File: src/rtl/mem_request_ctrl.sv
// Load/store sequencer in front of a word-only memory port: one request at a time,
// strobe/mfc handshake with timeout, sub-word load extraction and read-modify-write stores.
module mem_request_ctrl #(
    parameter int TIMEOUT_CYCLES = 255
) (
    input  logic        clk,
    input  logic        rst_n,
    input  logic        req_valid,
    output logic        req_ready,
    input  logic        req_write,
    input  logic [1:0]  req_size,
    input  logic        req_signed,
    input  logic [31:0] req_addr,
    input  logic [31:0] req_wdata,
    output logic        resp_valid,
    output logic [31:0] resp_rdata,
    output logic        resp_error,
    output logic        mem_read,
    output logic        mem_write,
    output logic [31:0] mem_addr,
    output logic [31:0] mem_write_data,
    input  logic [31:0] mem_read_data,
    input  logic        mem_mfc
);

    localparam int CW = (TIMEOUT_CYCLES > 2) ? $clog2(TIMEOUT_CYCLES) : 1;
    localparam logic [CW-1:0] CNT_LAST = CW'(TIMEOUT_CYCLES - 1);

    typedef enum logic [2:0] {IDLE, RD, GAP, WR, RESP} state_t;

    state_t         state_reg;
    logic           req_ready_reg;
    logic           write_reg;
    logic [1:0]     size_reg;
    logic           signed_reg;
    logic [1:0]     lane_reg;
    logic [31:0]    wdata_reg;
    logic [CW-1:0]  cnt_reg;
    logic           mem_read_reg;
    logic           mem_write_reg;
    logic [31:0]    mem_addr_reg;
    logic [31:0]    mem_write_data_reg;
    logic           resp_valid_reg;
    logic [31:0]    resp_rdata_reg;
    logic           resp_error_reg;

    logic           accept;
    logic           req_bad;
    logic           timeout_hit;
    logic [31:0]    lane_shifted;
    logic [7:0]     ld_byte;
    logic [15:0]    ld_half;
    logic [31:0]    load_data;
    logic [3:0]     lane_en;
    logic [31:0]    store_rep;
    logic [31:0]    merged_word;

    assign accept      = (state_reg == IDLE) && req_ready_reg && req_valid;
    assign timeout_hit = (cnt_reg == CNT_LAST);

    always_comb begin
        req_bad = 1'b0;
        case (req_size)
            2'd1:    req_bad = req_addr[0];
            2'd2:    req_bad = |req_addr[1:0];
            2'd3:    req_bad = 1'b1;
            default: req_bad = 1'b0;
        endcase
    end

    // Little-endian lane extraction of the captured word, then zero/sign extension.
    always_comb begin
        lane_shifted = mem_read_data >> {lane_reg, 3'b000};
        ld_byte      = lane_shifted[7:0];
        ld_half      = lane_reg[1] ? mem_read_data[31:16] : mem_read_data[15:0];
        case (size_reg)
            2'd0:    load_data = {{24{signed_reg & ld_byte[7]}}, ld_byte};
            2'd1:    load_data = {{16{signed_reg & ld_half[15]}}, ld_half};
            default: load_data = mem_read_data;
        endcase
    end

    always_comb begin
        case (size_reg)
            2'd0:    lane_en = 4'b0001 << lane_reg;
            2'd1:    lane_en = lane_reg[1] ? 4'b1100 : 4'b0011;
            default: lane_en = 4'b1111;
        endcase
        case (size_reg)
            2'd0:    store_rep = {4{wdata_reg[7:0]}};
            2'd1:    store_rep = {2{wdata_reg[15:0]}};
            default: store_rep = wdata_reg;
        endcase
    end

    // Replace only the addressed lanes; the rest keep the value just read.
    generate
        for (genvar gi = 0; gi < 4; gi++) begin : g_merge
            assign merged_word[8*gi +: 8] = lane_en[gi] ? store_rep[8*gi +: 8]
                                                        : mem_read_data[8*gi +: 8];
        end
    endgenerate

    always_ff @(posedge clk or negedge rst_n) begin
        if (!rst_n) begin
            state_reg          <= IDLE;
            req_ready_reg      <= 1'b0;
            write_reg          <= 1'b0;
            size_reg           <= 2'd0;
            signed_reg         <= 1'b0;
            lane_reg           <= 2'd0;
            wdata_reg          <= '0;
            cnt_reg            <= '0;
            mem_read_reg       <= 1'b0;
            mem_write_reg      <= 1'b0;
            mem_addr_reg       <= '0;
            mem_write_data_reg <= '0;
            resp_valid_reg     <= 1'b0;
            resp_rdata_reg     <= '0;
            resp_error_reg     <= 1'b0;
        end else begin
            resp_valid_reg <= 1'b0;
            case (state_reg)
                IDLE: begin
                    req_ready_reg <= 1'b1;
                    if (accept) begin
                        req_ready_reg <= 1'b0;
                        write_reg     <= req_write;
                        size_reg      <= req_size;
                        signed_reg    <= req_signed;
                        lane_reg      <= req_addr[1:0];
                        wdata_reg     <= req_wdata;
                        mem_addr_reg  <= {req_addr[31:2], 2'b00};
                        cnt_reg       <= '0;
                        if (req_bad) begin
                            state_reg      <= RESP;
                            resp_valid_reg <= 1'b1;
                            resp_error_reg <= 1'b1;
                            resp_rdata_reg <= '0;
                        end else if (req_write && (req_size == 2'd2)) begin
                            state_reg          <= WR;
                            mem_write_reg      <= 1'b1;
                            mem_write_data_reg <= req_wdata;
                        end else begin
                            state_reg    <= RD;
                            mem_read_reg <= 1'b1;
                        end
                    end
                end
                RD: begin
                    if (mem_mfc) begin
                        mem_read_reg <= 1'b0;
                        if (write_reg) begin
                            state_reg          <= GAP;
                            mem_write_data_reg <= merged_word;
                        end else begin
                            state_reg      <= RESP;
                            resp_valid_reg <= 1'b1;
                            resp_error_reg <= 1'b0;
                            resp_rdata_reg <= load_data;
                        end
                    end else if (timeout_hit) begin
                        mem_read_reg   <= 1'b0;
                        state_reg      <= RESP;
                        resp_valid_reg <= 1'b1;
                        resp_error_reg <= 1'b1;
                        resp_rdata_reg <= '0;
                    end else begin
                        cnt_reg <= cnt_reg + CW'(1);
                    end
                end
                GAP: begin
                    state_reg     <= WR;
                    mem_write_reg <= 1'b1;
                    cnt_reg       <= '0;
                end
                WR: begin
                    if (mem_mfc || timeout_hit) begin
                        mem_write_reg  <= 1'b0;
                        state_reg      <= RESP;
                        resp_valid_reg <= 1'b1;
                        resp_error_reg <= !mem_mfc;
                        resp_rdata_reg <= '0;
                    end else begin
                        cnt_reg <= cnt_reg + CW'(1);
                    end
                end
                RESP: begin
                    state_reg      <= IDLE;
                    req_ready_reg  <= 1'b1;
                    resp_error_reg <= 1'b0;
                    resp_rdata_reg <= '0;
                end
                default: state_reg <= IDLE;
            endcase
        end
    end

    // In the accepting IDLE cycle the request address/data are shown directly, so both
    // are already stable one cycle before the strobe rises on the acceptance edge.
    assign mem_addr       = accept ? {req_addr[31:2], 2'b00} : mem_addr_reg;
    assign mem_write_data = (accept && req_write && (req_size == 2'd2)) ? req_wdata
                                                                        : mem_write_data_reg;

    assign req_ready  = req_ready_reg;
    assign mem_read   = mem_read_reg;
    assign mem_write  = mem_write_reg;
    assign resp_valid = resp_valid_reg;
    assign resp_rdata = resp_rdata_reg;
    assign resp_error = resp_error_reg;

endmodule

File: config.mk
export PLATFORM = sky130hd
export DESIGN_NAME = mem_request_ctrl
export DESIGN_NICKNAME = d
export VERILOG_FILES = /design/src/rtl/mem_request_ctrl.sv
export SDC_FILE = /design/constraint.sdc
export NUM_CORES = 1
export LEC_CHECK = 0
export BUFFER_PORTS_ARGS = -buffer_cell sky130_fd_sc_hd__buf_2
export CORE_ASPECT_RATIO = 0.8
export CORE_UTILIZATION = 55
export DETAILED_ROUTE_END_ITERATION = 10
export PLACE_DENSITY = 0.8
export SLEW_MARGIN = 20
export SYNTH_ARGS = -nofsm -noshare
export SYNTH_HDL_FRONTEND = slang
export SYNTH_SLANG_ARGS = --single-unit
File: constraint.sdc
create_clock -name clk -period 5.6 [get_ports clk]
set_input_delay 0.28 -clock clk [delete_from_list [all_inputs] [get_ports clk]]
set_output_delay 0.28 -clock clk [all_outputs]
set_load 0.03 [all_outputs]
# [Yosys cells after proc, flatten, opt, wreduce, memory -nomap -nowiden]
# Cells that the tools add are included.
[op_classes] add_sub_neg=1 n_eq_ne=22 shift=2 mux=65 bitwise=2 reduce_logical=22
[op_table] operator="two-way mux 32 bit" n=13
[op_table] operator="one-hot mux 32 bit (2 select lines)" n=3
[op_table] operator="one-hot mux 32 bit (4 select lines)" n=1
[op_table] operator="two-way mux 8 bit" n=8
[op_table] operator="one-hot mux 8 bit (4 select lines)" n=1
[op_table] operator="right shift 32 x 5 -> 8 bit" n=1
[op_table] operator="two-way mux 1 bit" n=22
[op_table] operator="inequality test 2 bit (second input constant)" n=10
[op_table] operator="two-way mux 3 bit" n=6
[op_table] operator="two-way mux 16 bit" n=1
[op_table] operator="AND reduction 5 bit" n=3
[op_table] operator="one-hot mux 3 bit (4 select lines)" n=1
[op_table] operator="AND reduction 6 bit" n=2
[op_table] operator="one-hot mux 1 bit (3 select lines)" n=3
[op_table] operator="adder 8 x 1 -> 8 bit (second input constant)" n=1
[op_table] operator="== test 8 bit (second input constant)" n=1
[op_table] operator="one-hot mux 4 bit (2 select lines)" n=1
[op_table] operator="nonzero test 4 bit" n=2
[op_table] operator="== test 3 x 2 -> 1 bit (second input constant)" n=2
[op_table] operator="inequality test 3 bit (second input constant)" n=2
[op_table] operator="logical AND 1 bit" n=5
[op_table] operator="== test 2 x 1 -> 1 bit (second input constant)" n=2
[op_table] operator="== test 2 bit (second input constant)" n=2
[op_table] operator="two-way mux 4 bit" n=1
[op_table] operator="other kinds (17)" n=20
[totals] ff_bits=150 inputBits=104 output_inout_bits=101

# [Depth between registers and ports, before layout]
# Gate-level depths: netlist of run 1.
[logic_depth] depth_word=6 depth_mapped=8

# [Worst setup path before layout of run 1]
# OpenSTA, ideal clock, no wires.
[synth_path] kind="register to output" start="register req_ready_reg, in the netlist req_ready" end="output mem_addr[11]" t_arrival_ns=1.960 slack_ns=3.360 stages_incl_launch_ff=6 path_cell_list="dfrtp_1 -> nand2_1 -> nor3_4 -> buf_2 -> buf_4 -> mux2_2"
[synth_via] elab_chain_cells=3
[synth_lines] element="start, declared" line="32" rtl="logic req_ready_reg;"
[synth_lines] element="start signal, assigned" line="107" rtl="req_ready_reg <= 1'b0;"
[synth_lines] element="start signal, assigned" line="125" rtl="req_ready_reg <= 1'b1;"
[synth_lines] element="start signal, assigned" line="127" rtl="req_ready_reg <= 1'b0;"
[synth_lines] element="logical AND 1 bit (2 in a row)" line="58" rtl="assign accept = (state_reg == IDLE) && req_ready_reg && req_valid;"
[synth_lines] element="two-way mux 32 bit"
[synth_lines] element="end, declared" line="20" rtl="output logic [31:0] mem_addr,"
# Every way passes these cells.

# [Worst setup path in the final report of run 1]
[layout_path] start="register state_reg[2]" end="output mem_write_data[16]"
[layout_via] elab_chain_cells=6
[layout_lines] element="start, declared" line="31" rtl="state_t state_reg;"
[layout_lines] element="start signal, assigned" line="106" rtl="state_reg <= IDLE;"
[layout_lines] element="start signal, assigned" line="136" rtl="state_reg <= RESP;"
[layout_lines] element="start signal, assigned" line="141" rtl="state_reg <= WR;"
[layout_lines] element="zero test 3 bit" line="58"
[layout_lines] element="logical AND 1 bit (2 in a row)" line="58"
[layout_lines] element="logical AND 1 bit (2 in a row)" line="202" rtl="assign mem_write_data = (accept && req_write && (req_size == 2'd2)) ? req_wdata"
[layout_lines] element="two-way mux 32 bit" line="202"
[layout_lines] element="end, declared" line="21" rtl="output logic [31:0] mem_write_data,"
# Every way passes these cells.

==> results of run 1 <==
-- layout make-up --
type | count | area, um2
clock buffers | 18 | 439
clock inverters | 14 | 133
fillers | 1166 | 4970
inverters | 14 | 52.6
multi-input cells | 551 | 4450
flip-flops and latches | 150 | 3750
well taps | 210 | 263
repair buffers | 213 | 1110
-- cells by family (layout without fill, tap and decap cells) --
kind of cell,after synthesis,count (layout),synth area share [%]
AOI/OAI and AO/OA,243,243,21.5
adders and majority gates,2,2,0.291
buffers and inverters,83,259,4.84
DFF,150,150,43.6
muxes,157,157,20.3
and+or+nand+nor,149,149,9.43
-- stage by stage --
step | util, % | setup slack (ns) | std cells | area [um2]
floorplan | - | 3.36 | 784 | 8610
global placement | 63.4 | 2.58 | 1137 | 9610
finish | 67.3 | 2.11 | 1170 | 10200
detailed placement | 63.4 | 2.54 | 1137 | 9610
global route | 67.3 | 1.99 | 1170 | 10200
CTS | 67.2 | 2.08 | 1170 | 10200
-- power groups by stage --
| stage | clock network [mW] | logic, mW | registers, mW |
|---|---|---|---|
| 4_1_cts | 1.14 | 3.35 | 1.99 |
| 3_5_place_dp | 0 | 3.32 | 1.99 |
| 6_report | 1.13 | 3.35 | 2.00 |
| 3_3_place_gp | 0 | 3.27 | 1.99 |
| 2_1_floorplan | 0 | 2.54 | 1.99 |
| 5_1_grt | 1.18 | 3.60 | 2.06 |
-- layer usage --
layer	up-vias	track usage [%]	share of wire [%]
li1	3317	-	-
met1	3519	43.7	46
met2	426	44.2	43
met3	44	5.75	9.4
met4	0	12.3	2.1
met5	-	0	0
-- layout by cell type (no fill, tap or decap), types with 17 or more instances in the layout --
cell type    n
mux2_2     121
clkbuf_16   17
o21ai_0     29
dfrtp_1    149
nand2_1     56
a21oi_1     35
mux2i_1     24
a211oi_1    36
buf_2      203
o2bb2ai_1   32
-- worst min path at each step --
| stage | startpoint | end | slack, ns | cells past startpoint |
|---|---|---|---|---|
| 4_1_cts | req_signed | signed_reg | 0.07 | 2 |
| 3_3_place_gp | rst_n | mem_write_data_reg[19] | 0.43 | 1 |
| 2_1_floorplan | rst_n | cnt_reg[0] | -0.02 | 0 |
| 5_1_grt | req_signed | signed_reg | 0.07 | 2 |
| 6_report | req_signed | signed_reg | 0.07 | 2 |
| 3_5_place_dp | rst_n | mem_write_data_reg[19] | 0.43 | 1 |
-- worst max-delay path, cell delays in order, from the launching register on --
cell,delay (ns)
dfrtp_1,0.60
or2_4,0.38
or3_4,0.40
nor2_4,0.78
mux2_2,0.42
buf_2,0.18
==> metrics, run 1 <==
status=finished clean; Synth Instances=784; DR vias=7306; Chip Height=114 um; ratio of cells with drive above 1 in the final layout=40.7%; DR pass1 iterations=5; Setup crit start=state_reg[2]; relative slew slack=30.3%; Final ANT Viol Nets=0; IO Count=205; EDFF count, synth=0; later-pin clock latency in the skew report=0.43 ns; # resized after CTS=0; register share of total power=30.9%; number of setup buffers added after CTS=0; Synth top cells by count=dfrtp_1, mux2_2, nand2_1; Yosys top cell by area=dfrtp_1; DRC Markers=0; area of the die=0.0162 mm2; Mapped Area=0.00861 mm2; CP Class=reg2out; antenna cells=0; initial DRC count=928; Vias/cell=6.24; fin. max-slew vios=0; clk slew on worst S/H paths=0.06 ns; FF-to-FF Start=state_reg[0]; number of antenna violations at the first check in global routing=0; count leader, synth=dfrtp_1; Max Fclk=286 MHz; Starting Density=56.8%; crit path to=mem_write_data[16]; maximum VDD drop=0.402 mV; DP Wirelength=16500 um; syn nets=890; Period Utilization, post-route=62.4%; PwrDens=636 mW/mm2; worst-margin pin slew=1.05 ns; total power=6.48 mW; worst hold slack=0.0735 ns; share of total power in the clock network=17.4%; logic gate share of total power=51.7%; nets=1053; CP Capture Type=output port; #FFs+latches synth=150; Total GRT Usage=30.1%; CTS tree=done; # hold bufs at CTS=1; P_sw=2.97 mW; P&R area growth vs syn=18.4%; post-synth top area share=43.6%; final WL=23800 um; CTS Buffer Depth=2; YS warnings=0; Die W=142 um; pin count of the biggest net entering global routing=102; Final Hold Viols=0; core area=0.0152 mm2; max cap viols=0; first-pass GRT wire length=36800 um; Synth area leaders=dfrtp_1, mux2_2, o2bb2ai_1; Lkg Pwr=4.60 nW; grt ovf=0; register area share after synthesis=43.6%; Clock Skews=0.00864 ns; switch share=45.8%; RePlAce Congestion=0.924; CTS Buf Count=17; CTS root buf=clkbuf_16; R2R Setup Slk=2.82 ns; Port Buffer Count=204; vias in the first global route=6716; Reg2Reg Depth=5; Setup TNS Final=0 ns; internal power=3.51 mW; asr flop ratio synth=100%; row cnt=40; crit path launch type=flop; CP required=5.32 ns; unrepaired setup endpoints after global routing=false; Main synth FF type=dfrtp_1; DR WL/cell=20.4 um; Worst R2R End=resp_error; Period minus WS final=3.49 ns; highest net fanout along the worst path=32; count of final setup violators=0; Hold Crit Class=in2reg; Avg Inst Size Synth=11.0 um2; Synth cell types=62; crit path DAT=3.21 ns; CTS Sinks=150; H-tree levels=4
Note: power is estimated with default switching activity, not from simulation.
==> run 2, diff against run 1 <==
--- a/config.mk
+++ b/config.mk
@@ -5,11 +5,12 @@
 export SDC_FILE = /design/constraint.sdc
 export NUM_CORES = 1
 export LEC_CHECK = 0
+export ABC_AREA = 1
 export BUFFER_PORTS_ARGS = -buffer_cell sky130_fd_sc_hd__buf_2
 export CORE_ASPECT_RATIO = 0.8
-export CORE_UTILIZATION = 55
+export CORE_UTILIZATION = 49
 export DETAILED_ROUTE_END_ITERATION = 10
-export PLACE_DENSITY = 0.8
+export PLACE_DENSITY = 0.76
 export SLEW_MARGIN = 20
 export SYNTH_ARGS = -nofsm -noshare
 export SYNTH_HDL_FRONTEND = slang
==> constraint.sdc (replaced) <==
create_clock -name clk -period 2.86 [get_ports clk]
set_input_delay 0.143 -clock clk [delete_from_list [all_inputs] [get_ports clk]]
set_output_delay 0.143 -clock clk [all_outputs]
set_load 0.03 [all_outputs]
==> metrics, run 2 <==
failing checks=hold timing; Die W=145 um; Final Hold Viols=1; total power=12.8 mW; relative slew slack=51.1%; area of the die=0.0169 mm2; CP Cell Sequence=nor2_2 > nand2_2 > nor2_1 > inv_1 > nor2_1 > inv_4 > buf_4 > o21ai_0 > buf_2; Main synth FF type=dfrtp_1; CTS tree=done; nets=1455; Chip Height=116 um; Mapped Area=0.00803 mm2; commonest non-fill, non-tap cell in the layout=nand2_1; crit path launch type=flop; asr flop ratio synth=100%; DR pass1 iterations=5; post-synth top area share=46.8%; CP Class=reg2out; placed cells=1499; later-pin clock latency in the skew report=0.43 ns; GR Layer Usage met1=41.2%; IO Count=205; CP required=2.72 ns; DP Wirelength=17900 um; Total GRT Usage=30.7%; final WL=25400 um; Synth cell types=33; Hold Path Depth=3; fin cells=1573; GRT met2 Usage=48.9%; met3 global-route usage=8.91%; CP Capture Type=output port; antenna cells=0; PwrDens=1250 mW/mm2; count of final setup violators=0; vias in the first global route=7746; unrepaired setup endpoints after global routing=false; CTS root buf=clkbuf_16; initial DRC count=640; EDFF count, synth=0; Avg Inst Size Synth=7.19 um2; crit path DAT=2.47 ns; number of setup buffers added after CTS=0; register area share after synthesis=46.8%; pin count of the biggest net entering global routing=79; DR vias=8357; Synth top cells by count=nand2_1, dfrtp_1, o21ai_0; Period minus WS final=2.62 ns; grt ovf=0; Hold Crit Class=in2reg; ratio of cells with drive above 1 in the final layout=20.7%; Max Fclk=382 MHz; H-tree levels=4; Vias/cell=5.31; maximum VDD drop=0.806 mV; most numerous cell on the critical path=nor2_1; max cap viols=0; Clock Skews=0.00696 ns; count leader, synth=nand2_1; Lkg Pwr=5.70 nW; CTS Sinks=150; RePlAce Congestion=0.967; Yosys top cell by area=dfrtp_1; Period Utilization, post-route=91.5%; Synth Instances=1117; Setup TNS Final=0 ns; #FFs+latches synth=150; Final ANT Viol Nets=0; DRC Markers=0; clk slew on worst S/H paths=0.06 ns; fin. max-slew vios=0; Worst path slowest cell=dfrtp_1; worst-margin pin slew=0.734 ns; Util after Layout=64.5%; P&R area growth vs syn=27.7%; highest net fanout along the worst path=37; grt peak-use layer=met2; Reg2Reg Depth=10; number of antenna violations at the first check in global routing=0; syn nets=1223; CTS Buf Count=17; CTS Buffer Depth=2; core area=0.0159 mm2; Synth area leaders=dfrtp_1, nand2_1, o21ai_0; CP max stage delay=0.47 ns; Port Buffer Count=204; row cnt=41; worst hold slack=-0.00157 ns; Starting Density=50.5%; YS warnings=0; first-pass GRT wire length=40100 um; commonest cells after routing, fill and taps aside=nand2_1, buf_2, dfrtp_1, o21ai_0, inv_1; status=finished, violations left; DR WL/cell=16.1 um
==> run 2: changes by cell type in the layout (fill, tap and decap cells not counted), moves of 29 or more <==
cell,change
o21ai_0,+66
o2bb2ai_1,-32
inv_1,+75
dlygate4sd3_1,+45
nor2_1,+29
a211oi_1,-36
mux2_2,-121
nand2_1,+442
nand3_1,+48
==> run 2: cell type report <==
cell class	count	area, um2
fill	1392	5650
sequential	150	3750
multi-input combinational	821	3670
timing repair buffer	262	1600
clock buffer	18	429
inverter	97	372
tap	215	269
clock inverter	10	159
==> run 2: power by group <==
part	internal [mW]	total, mW	switching (mW)
clock	1.43	2.30	0.868
sequential	3.03	3.56	0.533
combinational	1.95	6.91	4.96
total	6.41	12.8	6.36
==> run 2: logic make-up (layout without fill, tap and decap cells) <==
logic type,after synthesis,after routing,synth area share (%)
and+or+nand+nor,622,622,31.3
adders and majority gates,2,2,0.312
DFF,150,150,46.8
AOI/OAI and AO/OA,191,191,13.3
xor gates and xnor gates,6,6,0.655
buffers and inverters,146,387,7.64
==> run 2: worst max-delay path: cells and delay by family (launching register included) <==
family	cells	cell delay, ns
buffers and inverters	4	0.74
AO/OA/AOI/OAI	1	0.16
AND/OR/NAND/NOR	4	0.65
flip-flops	1	0.47
==> run 2: repair_timing <==
item                                   4_1_cts  5_1_grt
setup endpoints to repair                    0       12
hold buffers                                46        0
resized for setup                            0        4
endpoints found under the hold margin      121        0
==> run 2: per-layer routing <==
layer | part of all wire, % | vias up | wire length (um)
met1 | 43 | 3836 | 11000
met4 | 2.1 | 0 | 544
met2 | 44 | 437 | 11300
met5 | 0 | - | 0
met3 | 10 | 54 | 2590
li1 | - | 4030 | -
==> run 2: final timing paths <==
kind | from | to | slack, ns
max in group asynchronous | rst_n | mem_addr_reg[13] | 1.84
setup reg to reg | state_reg[0] | mem_write_data_reg[22] | 0.52
min in group asynchronous | rst_n | resp_rdata[28] | 0.34
setup / recovery | state_reg[0] | mem_write_data[27] | 0.24
hold / removal | req_wdata[8] | wdata_reg[8] | -0.002
hold reg to reg | mem_addr_reg[3] | mem_addr_reg[3] | 0.46
==> run 2: metrics by stage <==
stage | setup WS (ns) | area (um2)
after detailed placement | 0.598 | 9200
after CTS | 0.203 | 10200
after global routing | 0.0815 | 10300
after floorplan | 0.730 | 8030
final | 0.243 | 10300
after global placement | 0.697 | 9200
